**config.mk**
```make
export PLATFORM = sky130hd
export DESIGN_NAME = multi_delay_timer_flat
export DESIGN_NICKNAME = d
export VERILOG_FILES = /design/src/rtl/multi_delay_timer_if.sv /design/src/rtl/multi_delay_timer.sv /design/src/flat_wrapper.sv
export SDC_FILE = /design/constraint.sdc
export NUM_CORES = 1
export LEC_CHECK = 0
export ABC_AREA = 1
export BUFFER_PORTS_ARGS = -buffer_cell sky130_fd_sc_hd__buf_2
export CAP_MARGIN = 20
export CORE_UTILIZATION = 35
export DETAILED_ROUTE_END_ITERATION = 16
export GPL_TIMING_DRIVEN = 1
export SYNTH_ARGS = -nofsm -noshare
export SYNTH_HDL_FRONTEND = slang
export SYNTH_SLANG_ARGS = --single-unit
```
**constraint.sdc**
```tcl
create_clock -name clk -period 2.1 [get_ports clk]
set_input_delay 0.42 -clock clk [delete_from_list [all_inputs] [get_ports clk]]
set_output_delay 0.42 -clock clk [all_outputs]
set_load 0.05 [all_outputs]
```
**src/rtl/multi_delay_timer_if.sv**
```systemverilog
// multi_delay_timer_if: trigger/config inputs and per-channel status outputs of the delay timer
interface multi_delay_timer_if #(
    parameter int NUM_CH = 4,
    parameter int WEIGHT_BIT_WIDTH = 8,
    parameter int PRESCALE_WIDTH = 8
);
    logic [NUM_CH-1:0] trigger_in;
    logic [2*NUM_CH-1:0] mode;
    logic [NUM_CH*WEIGHT_BIT_WIDTH-1:0] weighted_bits;
    logic [PRESCALE_WIDTH-1:0] prescale_div;
    logic [NUM_CH-1:0] delay_out_n;
    logic [NUM_CH-1:0] busy;
    logic [NUM_CH-1:0] expired;
    modport master (
        output trigger_in, mode, weighted_bits, prescale_div,
        input delay_out_n, busy, expired
    );
    modport slave (
        input trigger_in, mode, weighted_bits, prescale_div,
        output delay_out_n, busy, expired
    );
endinterface

```
**src/rtl/multi_delay_timer.sv**
```systemverilog
// multi_delay_timer: independent delay channels with one-shot, retrigger, delay-on and delay-off modes
module multi_delay_timer #(
    parameter int NUM_CH = 4,
    parameter int WEIGHT_BIT_WIDTH = 8,
    parameter int PRESCALE_WIDTH = 8
) (
    input logic clk,
    input logic rst,
    multi_delay_timer_if.slave bus
);
    typedef enum logic [1:0] {IDLE, WAIT, ACTIVE, HOLD} state_t;
    localparam logic [1:0] ONE_SHOT = 2'b00;
    localparam logic [1:0] RETRIG = 2'b01;
    localparam logic [1:0] DELAY_ON = 2'b10;
    for (genvar i = 0; i < NUM_CH; i++) begin : g_ch
        state_t st, nxt;
        logic trig_q, out_n, busy_q, exp_q;
        logic [1:0] mode_q, m_in;
        logic [WEIGHT_BIT_WIDTH-1:0] w_q, w_in, cnt;
        logic [PRESCALE_WIDTH-1:0] pc;
        logic trig, rise, fall, counting, tick, expire, load, exp_evt;
        assign trig = bus.trigger_in[i];
        assign rise = trig & ~trig_q;
        assign fall = ~trig & trig_q;
        assign m_in = bus.mode[2*i +: 2];
        assign w_in = bus.weighted_bits[i*WEIGHT_BIT_WIDTH +: WEIGHT_BIT_WIDTH];
        // ACTIVE only counts in the one-shot modes; delay modes count in WAIT/HOLD
        assign counting = (st == ACTIVE && !mode_q[1]) || st == WAIT || st == HOLD;
        assign tick = counting && pc >= bus.prescale_div;
        assign expire = tick && cnt == WEIGHT_BIT_WIDTH'(1);
        always_comb begin
            nxt = st;
            load = 1'b0;
            exp_evt = 1'b0;
            case (st)
                IDLE:
                    case (m_in)
                        ONE_SHOT, RETRIG: if (rise && w_in != '0) begin
                            nxt = ACTIVE;
                            load = 1'b1;
                        end
                        DELAY_ON: if (rise) begin
                            nxt = (w_in == '0) ? ACTIVE : WAIT;
                            load = 1'b1;
                        end
                        default: if (trig) nxt = ACTIVE;
                    endcase
                WAIT:
                    if (!trig) nxt = IDLE;
                    else if (expire) begin
                        nxt = ACTIVE;
                        exp_evt = 1'b1;
                    end
                ACTIVE:
                    if (mode_q == DELAY_ON) begin
                        if (!trig) nxt = IDLE;
                    end else if (mode_q[1]) begin
                        if (fall) begin
                            nxt = (w_q == '0) ? IDLE : HOLD;
                            load = 1'b1;
                        end
                    end else if (mode_q == RETRIG && rise) load = 1'b1;
                    else if (expire) begin
                        nxt = IDLE;
                        exp_evt = 1'b1;
                    end
                default:
                    if (trig) nxt = ACTIVE;
                    else if (expire) begin
                        nxt = IDLE;
                        exp_evt = 1'b1;
                    end
            endcase
        end
        always_ff @(posedge clk) begin
            if (rst) begin
                st <= IDLE;
                trig_q <= 1'b0;
                mode_q <= '0;
                w_q <= '0;
                cnt <= '0;
                pc <= '0;
                out_n <= 1'b1;
                busy_q <= 1'b0;
                exp_q <= 1'b0;
            end else begin
                st <= nxt;
                trig_q <= trig;
                out_n <= !(nxt == ACTIVE || nxt == HOLD);
                busy_q <= nxt != IDLE;
                exp_q <= exp_evt;
                if (st == IDLE) begin
                    mode_q <= m_in;
                    w_q <= w_in;
                end
                if (load) begin
                    cnt <= (st == IDLE) ? w_in : w_q;
                    pc <= '0;
                end else if (counting) begin
                    cnt <= tick ? cnt - 1'b1 : cnt;
                    pc <= tick ? '0 : pc + 1'b1;
                end
            end
        end
        assign bus.delay_out_n[i] = out_n;
        assign bus.busy[i] = busy_q;
        assign bus.expired[i] = exp_q;
    end
endmodule

```
**src/flat_wrapper.sv**
```systemverilog
// flat-port wrapper written by rule: the top's interface ports become plain ports
module multi_delay_timer_flat 
#(
    parameter int NUM_CH = 4,
    parameter int WEIGHT_BIT_WIDTH = 8,
    parameter int PRESCALE_WIDTH = 8
)
  (clk, rst, bus_trigger_in, bus_mode, bus_weighted_bits, bus_prescale_div, bus_delay_out_n, bus_busy, bus_expired);
  multi_delay_timer_if #(.NUM_CH(NUM_CH), .WEIGHT_BIT_WIDTH(WEIGHT_BIT_WIDTH), .PRESCALE_WIDTH(PRESCALE_WIDTH)) bus_i ();
  input logic clk;
  input logic rst;
  input wire logic [$bits(bus_i.trigger_in)-1:0] bus_trigger_in;
  input wire logic [$bits(bus_i.mode)-1:0] bus_mode;
  input wire logic [$bits(bus_i.weighted_bits)-1:0] bus_weighted_bits;
  input wire logic [$bits(bus_i.prescale_div)-1:0] bus_prescale_div;
  output wire logic [$bits(bus_i.delay_out_n)-1:0] bus_delay_out_n;
  output wire logic [$bits(bus_i.busy)-1:0] bus_busy;
  output wire logic [$bits(bus_i.expired)-1:0] bus_expired;
  assign bus_i.trigger_in = bus_trigger_in;
  assign bus_i.mode = bus_mode;
  assign bus_i.weighted_bits = bus_weighted_bits;
  assign bus_i.prescale_div = bus_prescale_div;
  assign bus_delay_out_n = bus_i.delay_out_n;
  assign bus_busy = bus_i.busy;
  assign bus_expired = bus_i.expired;
  multi_delay_timer #(.NUM_CH(NUM_CH), .WEIGHT_BIT_WIDTH(WEIGHT_BIT_WIDTH), .PRESCALE_WIDTH(PRESCALE_WIDTH)) u_core (.clk(clk), .rst(rst), .bus(bus_i));
endmodule
```
==> impl_metrics.json <==
{
  "worstSetupStartpoint": "u_core.g_ch[0].pc[0]",
  "cpMaxStageDelayCell": "dfxtp_1",
  "syn_avg_cell_area_um2": 6.70,
  "final_max_slew_viol_count": 0,
  "grt_pass1_vias": 6269,
  "via_per_inst": 4.67,
  "swShare_pct": 35.0,
  "hp-class": "input port to register",
  "multi_input_comb_area_mm2": 0.00428,
  "cts_num_sinks": 128,
  "worstMarginPinSlew_ns": 0.465,
  "combinationalPowerShare_pct": 27.9,
  "synth_xor_area_share_pct": 3.01,
  "grt_pass1_wl_um": 29500,
  "endpoint_kind": "register",
  "whs_path_depth": 3,
  "rr_worst_depth": 15,
  "tritoncts": "built",
  "seq_area_frac_synth_pct": 33.8,
  "clk_pin_slew_ns": 0.06,
  "synth_top_area_cell": "dfxtp_1",
  "timing.fmax_mhz": 532,
  "drive_above_1_share_pct": 14.1,
  "final_common_cell": "nand2_1",
  "synth_cells": 1130,
  "synthArstFlopShare_pct": 0,
  "rsz0062_at_grt": "true",
  "synthToLayoutAreaGrowth_pct": 17.0,
  "power_leakage_nw": 4.31,
  "synth_top_family_by_area": "simple AND/OR/NAND/NOR gates",
  "grt_max_degree": 51,
  "synthMuxAreaShare_pct": 0.132,
  "grt-ovfl-total": 0,
  "timing_hold_violations_final": 0,
  "synth-simple-area-share_pct": 35.1,
  "drcViolationCount": 0,
  "start_kind": "register",
  "numCtsBuffers": 17,
  "antenna_found_initial": 0,
  "r2r_end": "u_core.g_ch[0].cnt[2]",
  "io_pins": 66,
  "endpoint": "u_core.g_ch[0].cnt[2]",
  "post-route-period-util_pct": 89.5,
  "timing.rr.start": "u_core.g_ch[0].pc[0]",
  "fin_area_mm2": 0.00886,
  "place_area_mm2": 0.00826,
  "finClkSkew_ns": 0.00838,
  "power.switching_mw": 2.92,
  "cts-root-buf": "clkbuf_16",
  "p_per_area_mw_per_mm2": 941,
  "path_cells": "inv_1 > ha_1 > nand2_1 > nor2_1 > nor2_1 > nand2_1 > nand2_1 > nand2_1 > nand2_2 > inv_1 > buf_4 > nand2_1 > nand2_1 > nand3_1 > o21a_1",
  "start_util_pct": 35.9,
  "synth-seq-cells": 128,
  "synth_warnings": 0,
  "synth_edf_count": 0,
  "post-route-min-period_ns": 1.88,
  "fin_nets": 1306,
  "slowest_delay_ns": 0.39,
  "yosysTopAreaCellShare_pct": 33.8,
  "critical_path_class": "register to register",
  "grtUsageTotal_pct": 16.6,
  "p_seq_share_pct": 36.8,
  "clock_latency_ns": 0.42,
  "portBuffers": 65,
  "synth-compound-area-share_pct": 11.0,
  "syn_nets": 1228,
  "register_area_mm2": 0.00256,
  "die-width_um": 149,
  "firstDrtPassIters": 4,
  "place.gp.congestion": 0.822,
  "cts_buffer_depth": 2,
  "ant_nets": 0,
  "wl_per_cell_um": 11.8,
  "htreeDepth": 4,
  "synthTopCellsByArea": "dfxtp_1 34%, nand2_1 14%, nor2_1 7.9%",
  "pwr-share-clk_pct": 35.3,
  "layout_common_cells": "273 x nand2_1, 157 x nor2_1, 146 x inv_1",
  "place_hpwl_um": 13400,
  "diodes": 0,
  "synth_flop_cell": "dfxtp_1",
  "synth_cell_types": 43,
  "num_vias": 6989,
  "internal-power_mw": 5.42,
  "dieArea_mm2": 0.0222,
  "status": "complete, no violations",
  "required_ns": 2.42,
  "r2r_setup_slack_ns": 0.22,
  "filler_cell_count": 2217,
  "row_count": 53,
  "core_region_area_mm2": 0.0211,
  "dieHeight_um": 149,
  "cp_common_cell": "nand2_1",
  "setup_viol_count_final": 0,
  "finalSetupTns_ns": 0,
  "ir_drop_mv": 0.498,
  "path_max_fanout": 5,
  "drt_wl_total_um": 17600,
  "yosys.area_share.adder_pct": 7.27,
  "maxCapViolCount": 0,
  "syn-cell-area_mm2": 0.00757,
  "drtIter0Drc": 337,
  "worstPathArrival_ns": 2.20,
  "relSlewSlack_pct": 68.8
}
## power groups by stage
| stage | Combinational, mW | Clock, mW | Sequential [mW] |
|---|---|---|---|
| 2_1_floorplan | 1.86 | 0 | 3.04 |
| 3_3_place_gp | 2.32 | 0 | 3.12 |
| 3_5_place_dp | 2.32 | 0 | 3.11 |
| 4_1_cts | 2.34 | 3.01 | 3.07 |
| 5_1_grt | 2.68 | 3.13 | 3.11 |
| 6_report | 2.33 | 2.94 | 3.07 |
## what timing repair did
action	CTS	global route
setup endpoints to repair	0	10
hold buffers	0	0
setup buffers	0	0
resized for setup	0	4
## synth_stat cells (all sizes together), types with 11 or more instances
library cell  count
nor3             20
nor2            175
nand4            24
nand3            67
ha               44
buf              18
inv             157
o21ai            51
nand2           284
xor2             20
dfxtp           128
o21a             11
a21oi            62
## worst min-delay path by stage
stage	from	end	slack [ns]
detailed placement	u_core.g_ch[3].cnt[5]	u_core.g_ch[3].cnt[5]	0.46
CTS	bus_mode[4]	u_core.g_ch[2].mode_q[0]	0.25
global route	bus_mode[4]	u_core.g_ch[2].mode_q[0]	0.26
global placement	u_core.g_ch[3].cnt[5]	u_core.g_ch[3].cnt[5]	0.45
floorplan	u_core.g_ch[3].cnt[5]	u_core.g_ch[3].cnt[5]	0.44
finish	bus_mode[4]	u_core.g_ch[2].mode_q[0]	0.27
## state kept, by name (all words and copies together), names as in the netlist
signal              flops
u_core.g_ch.cnt        32
u_core.g_ch.pc         32
u_core.g_ch.w_q        32
u_core.g_ch.busy_q      4
u_core.g_ch.out_n       4
u_core.g_ch.mode_q      8
u_core.g_ch.trig_q      4
u_core.g_ch.st          8
u_core.g_ch.exp_q       4
## logic make-up after synthesis
logic type / count (synthesis)
AOI/OAI and AO/OA: 146
xor gates and xnor gates: 26
adders and majority gates: 44
buffers and inverters: 182
DFF: 128
muxes: 1
and+or+nand+nor: 603
## per-layer routing
metal / up-vias / part of all wire [%] / GRT usage (%) / routed length (um)
li1: 3788 / - / - / -
met1: 3095 / 53 / 23.3 / 9370
met2: 88 / 43 / 25.6 / 7590
met3: 18 / 2.2 / 2.87 / 395
met4: 0 / 1.3 / 5.51 / 231
met5: - / 0 / 0 / 0
## through the flow
step	utilization [%]	power [mW]	std cells	worst slack, ns	hold WS, ns
2_1_floorplan	-	4.90	1130	0.164	0.439
3_3_place_gp	39.2	5.43	1464	-0.0600	0.454
3_5_place_dp	39.2	5.44	1464	-0.0824	0.456
4_1_cts	42.0	8.41	1496	0.155	0.249
5_1_grt	42.0	8.92	1496	-0.00186	0.263
6_report	42.0	8.34	1496	0.220	0.269
## final cells by class
type,count,share of cell area (%)
sequential,128,28.9
multi-input combinational,820,48.3
inverter,157,6.70
clock buffer,19,5.11
tap,275,3.88
timing repair buffer,84,5.56
clock inverter,13,1.55
## critical path, delay by kind of cell, from the launching register on
kind	cells	cell delay (ns)
DFF	1	0.39
and+or+nand+nor	10	0.64
adders and majority gates	1	0.27
buffers and inverters	3	0.38
AOI/OAI and AO/OA	1	0.10
No activity file was read; power rests on OpenSTA's default activity.
